**config.mk**
```make
export PLATFORM = sky130hd
export DESIGN_NAME = serial_adder_ctrl_flat
export DESIGN_NICKNAME = d
export VERILOG_FILES = /design/src/rtl/serial_adder_ctrl_pkg.sv /design/src/rtl/serial_adder_ctrl_if.sv /design/src/rtl/serial_adder_ctrl_full_adder.sv /design/src/rtl/serial_adder_ctrl.sv /design/src/flat_wrapper.sv
export SDC_FILE = /design/constraint.sdc
export NUM_CORES = 1
export LEC_CHECK = 0
export CAP_MARGIN = 10
export CORE_UTILIZATION = 43
export DETAILED_ROUTE_END_ITERATION = 8
export PLACE_DENSITY = 0.7
export SYNTH_ARGS = -nofsm -noshare
export SYNTH_HDL_FRONTEND = slang
export SYNTH_HIERARCHICAL = 1
export SYNTH_SLANG_ARGS = --single-unit
```
**constraint.sdc**
```tcl
create_clock -name clk -period 3.1 [get_ports clk]
set_clock_uncertainty 0.1 [all_clocks]
set_input_delay 0.31 -clock clk [delete_from_list [all_inputs] [get_ports clk]]
set_output_delay 0.31 -clock clk [all_outputs]
set_load 0.02 [all_outputs]
```
**src/rtl/serial_adder_ctrl_pkg.sv**
```systemverilog
// Shared definitions for the bit-serial adder controller: FSM encodings and
// the bit-counter sizing helper.
package serial_adder_ctrl_pkg;

    localparam logic [1:0] ST_IDLE = 2'd0;
    localparam logic [1:0] ST_RUN  = 2'd1;
    localparam logic [1:0] ST_DONE = 2'd2;

    // One extra bit so the counter can represent WIDTH itself without wrapping.
    function automatic int cnt_width(input int w);
        return $clog2(w) + 1;
    endfunction

endpackage

```
**src/rtl/serial_adder_ctrl_if.sv**
```systemverilog
// Operand and result handshakes of the serial adder; master drives operands,
// slave (the controller) returns sum/cout under its own valid/ready.
interface serial_adder_ctrl_if
    import serial_adder_ctrl_pkg::*;
#(
    parameter int WIDTH = 8
);
    logic             in_valid;
    logic             in_ready;
    logic [WIDTH-1:0] a;
    logic [WIDTH-1:0] b;
    logic             cin;
    logic             out_valid;
    logic             out_ready;
    logic [WIDTH-1:0] sum;
    logic             cout;
    logic             busy;

    modport master (
        output in_valid, a, b, cin, out_ready,
        input  in_ready, out_valid, sum, cout, busy
    );

    modport slave (
        input  in_valid, a, b, cin, out_ready,
        output in_ready, out_valid, sum, cout, busy
    );

endinterface

```
**src/rtl/serial_adder_ctrl_full_adder.sv**
```systemverilog
// Single-bit full adder cell, purely combinational.
// Zero latency; no flow control.
module full_adder (
    input  logic a,
    input  logic b,
    input  logic cin,
    output logic sum,
    output logic carry_out
);

    assign sum       = a ^ b ^ cin;
    assign carry_out = (a & b) | (cin & (a ^ b));

endmodule

```
**src/rtl/serial_adder_ctrl.sv**
```systemverilog
// Bit-serial WIDTH-bit adder sharing one full_adder cell, LSB first.
// Result valid WIDTH+1 cycles after accept; held in DONE until out_ready, in_ready only when IDLE or draining.
module serial_adder_ctrl
    import serial_adder_ctrl_pkg::*;
#(
    parameter int WIDTH = 8
) (
    input  logic                clk,
    input  logic                rst_n,
    serial_adder_ctrl_if.slave  bus
);

    localparam int CNT_W = cnt_width(WIDTH);

    logic [1:0]       state_q, state_d;
    logic [CNT_W-1:0] cnt_q, cnt_d;
    logic [WIDTH-1:0] a_sh_q, a_sh_d;
    logic [WIDTH-1:0] b_sh_q, b_sh_d;
    logic [WIDTH-1:0] res_q, res_d;
    logic             carry_q, carry_d;
    logic             cout_q, cout_d;

    logic fa_sum;
    logic fa_carry;
    logic in_ready;
    logic accept;
    logic last_bit;

    full_adder u_fa (a_sh_q[0], b_sh_q[0], carry_q, fa_sum, fa_carry);

    assign in_ready = (state_q == ST_IDLE) | ((state_q == ST_DONE) & bus.out_ready);
    assign accept   = bus.in_valid & in_ready;
    assign last_bit = (cnt_q == CNT_W'(WIDTH - 1));

    always_comb begin
        state_d = state_q;
        cnt_d   = cnt_q;
        a_sh_d  = a_sh_q;
        b_sh_d  = b_sh_q;
        res_d   = res_q;
        carry_d = carry_q;
        cout_d  = cout_q;

        case (state_q)
            ST_IDLE: begin
                if (accept) state_d = ST_RUN;
            end
            ST_RUN: begin
                a_sh_d           = a_sh_q >> 1;
                b_sh_d           = b_sh_q >> 1;
                res_d            = res_q >> 1;
                res_d[WIDTH-1]   = fa_sum;
                carry_d          = fa_carry;
                cnt_d            = cnt_q + CNT_W'(1);
                if (last_bit) begin
                    state_d = ST_DONE;
                    cout_d  = fa_carry;
                end
            end
            ST_DONE: begin
                if (bus.out_ready) state_d = bus.in_valid ? ST_RUN : ST_IDLE;
            end
            default: state_d = ST_IDLE;
        endcase

        // Accept only happens in IDLE or DONE, so it never collides with a RUN update.
        if (accept) begin
            a_sh_d  = bus.a;
            b_sh_d  = bus.b;
            carry_d = bus.cin;
            cnt_d   = '0;
            res_d   = '0;
            cout_d  = 1'b0;
        end
    end

    always_ff @(posedge clk or negedge rst_n) begin
        if (!rst_n) begin
            state_q <= ST_IDLE;
            cnt_q   <= '0;
            a_sh_q  <= '0;
            b_sh_q  <= '0;
            res_q   <= '0;
            carry_q <= 1'b0;
            cout_q  <= 1'b0;
        end else begin
            state_q <= state_d;
            cnt_q   <= cnt_d;
            a_sh_q  <= a_sh_d;
            b_sh_q  <= b_sh_d;
            res_q   <= res_d;
            carry_q <= carry_d;
            cout_q  <= cout_d;
        end
    end

    assign bus.in_ready  = in_ready;
    assign bus.out_valid = (state_q == ST_DONE);
    assign bus.busy      = (state_q == ST_RUN);
    assign bus.sum       = res_q;
    assign bus.cout      = cout_q;

endmodule

```
**src/flat_wrapper.sv**
```systemverilog
// flat-port wrapper written by rule: the top's interface ports become plain ports
module serial_adder_ctrl_flat import serial_adder_ctrl_pkg::*;
#(
    parameter int WIDTH = 8
)
  (clk, rst_n, bus_in_valid, bus_a, bus_b, bus_cin, bus_out_ready, bus_in_ready, bus_out_valid, bus_sum, bus_cout, bus_busy);
  serial_adder_ctrl_if #(.WIDTH(WIDTH)) bus_i ();
  input  logic clk;
  input  logic rst_n;
  input wire logic [$bits(bus_i.in_valid)-1:0] bus_in_valid;
  input wire logic [$bits(bus_i.a)-1:0] bus_a;
  input wire logic [$bits(bus_i.b)-1:0] bus_b;
  input wire logic [$bits(bus_i.cin)-1:0] bus_cin;
  input wire logic [$bits(bus_i.out_ready)-1:0] bus_out_ready;
  output wire logic [$bits(bus_i.in_ready)-1:0] bus_in_ready;
  output wire logic [$bits(bus_i.out_valid)-1:0] bus_out_valid;
  output wire logic [$bits(bus_i.sum)-1:0] bus_sum;
  output wire logic [$bits(bus_i.cout)-1:0] bus_cout;
  output wire logic [$bits(bus_i.busy)-1:0] bus_busy;
  assign bus_i.in_valid = bus_in_valid;
  assign bus_i.a = bus_a;
  assign bus_i.b = bus_b;
  assign bus_i.cin = bus_cin;
  assign bus_i.out_ready = bus_out_ready;
  assign bus_in_ready = bus_i.in_ready;
  assign bus_out_valid = bus_i.out_valid;
  assign bus_sum = bus_i.sum;
  assign bus_cout = bus_i.cout;
  assign bus_busy = bus_i.busy;
  serial_adder_ctrl #(.WIDTH(WIDTH)) u_core (.clk(clk), .rst_n(rst_n), .bus(bus_i));
endmodule
```
==> reports/metrics.yaml <==
setup_path:
  start_kind: "flip-flop"
  cp_max_fo: 12
  critPathKind: "reg -> out"
  slowest_delay_ps: 640
  worst_setup_path_end_kind: "output pin"
  critPathRequiredTime_ps: 2690
  crit_slowest_cell: "clkdlybuf4s50_1"
  arrival_ps: 1760
  worstPathCellList: "nand2b_2 -> inv_2 -> clkdlybuf4s50_1"
cells_and_area:
  final_nets: 187
  antennaDiodeCount: 0
  layout-drive-gt1-share_pct: 26.1
  mostFrequentLayoutCells: "clkdlybuf4s50_1, dfrtp_1, nand2_1, mux2_2, mux2_4"
  syn2layout_area_growth_pct: 27.0
  final_core_util_pct: 58.1
clock_tree:
  cts-root-buf: "clkbuf_4"
  cts_buffer_depth: 2
  clkSinkCount: 32
  clk_latency_ps: 330
  clk_pin_slew_ps: 100
  cts_resized: 0
  htreeDepth: 2
  cts_hold_buf: 0
  cts_tree: "yes"
  postCtsSetupBuffers: 0
  numCtsBuffers: 5
synthesis:
  synth-seq-cells: 32
  yosysTopAreaCellShare_pct: 51.3
  synth_compound_area_share_pct: 4.57
  synth_simple_gate_area_share_pct: 10.0
  syn_inst: 128
  yosysWarnings: 6
  netlist_area_sq_um: 1560
  yosysUniqueCellTypes: 25
  syn_nets: 151
  synth_top_family_by_area: "multiplexers"
  synth_area_per_cell_sq_um: 12.2
  synth-xor-area-share_pct: 1.12
  synth_seq_area_share_pct: 51.3
  ys_top_cells_by_area: "dfrtp_1, mux2_4, mux2_2"
  synth_area_leader_cell: "dfrtp_1"
  synth.area.mux_share_pct: 26.9
  synthAdderAreaFrac_pct: 2.08
pwr:
  powerDensity_nw_per_um2: 955
  p_leak_nw: 0.892
  irDropWorstVdd_uv: 413
  power_mw: 1.89
die:
  die_w_microns: 62.3
  initial_core_util_pct: 45.7
  core_sq_um: 3420
  die_y_microns: 62.3
  fp.dieArea_sq_um: 3880
  io_pins: 33
  rows: 21
global_routing:
  grt_max_degree: 33
  antenna_found_initial: 0
  overflow: 0
  grt_usage_pct: 16.0
  first_global_vias: 1075
  grt_first_pass_wirelength_mm: 4.85
timing:
  tns_ps: 0
  rsz0062_at_grt: "no"
  fin_hold_ws_ps: 271
  relSlewSlack_pct: 68.5
  fin_crit_sh_pct: 70.0
  max_freq_mhz: 461
  period_needed_ps: 2170
  tightest_slew_ps: 472
  finalHoldViolCount: 0
  slew_viol_final: 0
  setup_viol: 0
placed_design:
  globalplace.congestion: 0.758
  dp_hpwl_mm: 1.90
  port-buffer-count: 32
routing:
  drt-initial-drc-count: 25
  wl_per_cell_microns: 12.8
  wl_mm: 2.71
  firstDrtPassIters: 4
  vias: 1025
  ant_nets: 0
  drt-vias-per-instance: 4.86
  drcViolationCount: 0
flow_run:
  max_cap_violations: 0
hold_path:
  hold_path.class: "in -> async"
status:
  status: "completed"
per-stage QoR:
| step | instance area (sq um) | cells | worst slack [ps] |
|---|---|---|---|
| after detailed placement | 1920 | 203 | 960 |
| after floorplan | 1560 | 128 | 1560 |
| after CTS | 1980 | 211 | 916 |
| final | 1980 | 211 | 929 |
| after global placement | 1920 | 203 | 1010 |
| after global routing | 1980 | 211 | 838 |
layout make-up:
type,instances,area [sq um]
clock buffers,8,58.8
fillers,310,1430
inverters,4,15.0
multi-input cells,85,701
flip-flops and latches,32,801
well taps,46,57.6
repair buffers,36,350
critical path: cells and delay by family (launching register included):
family	cells	cell delay, ps
buf+inv	2	820
simple gates	1	200
flops	1	410
report_power, final:
group	internal, mW	total, mW	switching [mW]
sequential	0.597	0.716	0.119
combinational	0.535	0.936	0.401
clock	0.112	0.241	0.129
total	1.24	1.89	0.650
kinds of logic (layout without fill, tap and decap cells):
| family | count (synthesis) | count (layout) |
|---|---|---|
| AO/OA/AOI/OAI | 14 | 14 |
| XOR/XNOR | 2 | 2 |
| adder cells (fa/ha/maj) | 2 | 2 |
| buffers and inverters | 11 | 48 |
| flip-flops | 32 | 32 |
| multiplexers | 33 | 33 |
| AND/OR/NAND/NOR | 34 | 34 |
sequential cells by signal, summed over array words and instances (netlist names):
register and cells:
u_core/a_sh_q 8, u_core/b_sh_q 8, u_core/bus.cout 1, u_core/bus.sum 8, u_core/carry_q 1, u_core/cnt_q 4
u_core/state_q 2
per-layer routing:
metal,vias to the layer above,part of all wire [%],track usage [%]
met3,5,3.4,3.49
li1,506,-,-
met5,-,0,0
met1,496,48,20.4
met2,18,46,25.7
met4,0,1.7,7.85
worst paths after layout:
path	from	end	slack (ps)	depth (start not counted)
max	u_core/state_q[1]	bus_busy	930	3
min	rst_n	u_core/bus.sum[3]	270	2
max reg2reg	u_core/state_q[0]	u_core/b_sh_q[5]	1220	4
min reg2reg	u_core/bus.sum[0]	u_core/bus.sum[0]	430	2
max in group asynchronous	rst_n	u_core/a_sh_q[2]	2330	2
min in group clk	u_core/bus.sum[0]	u_core/bus.sum[0]	430	2
cells in the mapped netlist:
master,n
buf_2,5
ha_1,1
nor2b_1,2
nand3b_1,1
and3b_1,1
xnor2_1,1
inv_1,3
xor2_1,1
mux2i_1,3
nand2b_1,1
o22ai_1,1
or3_1,1
nand2b_2,1
o21ai_0,3
nand3_1,1
buf_6,2
mux2_2,16
a21oi_1,10
inv_2,1
nand2_1,21
mux2_4,14
fa_1,1
nor2_1,4
dfrtp_1,32
or2b_1,1
(Power assumes the default switching activity.)
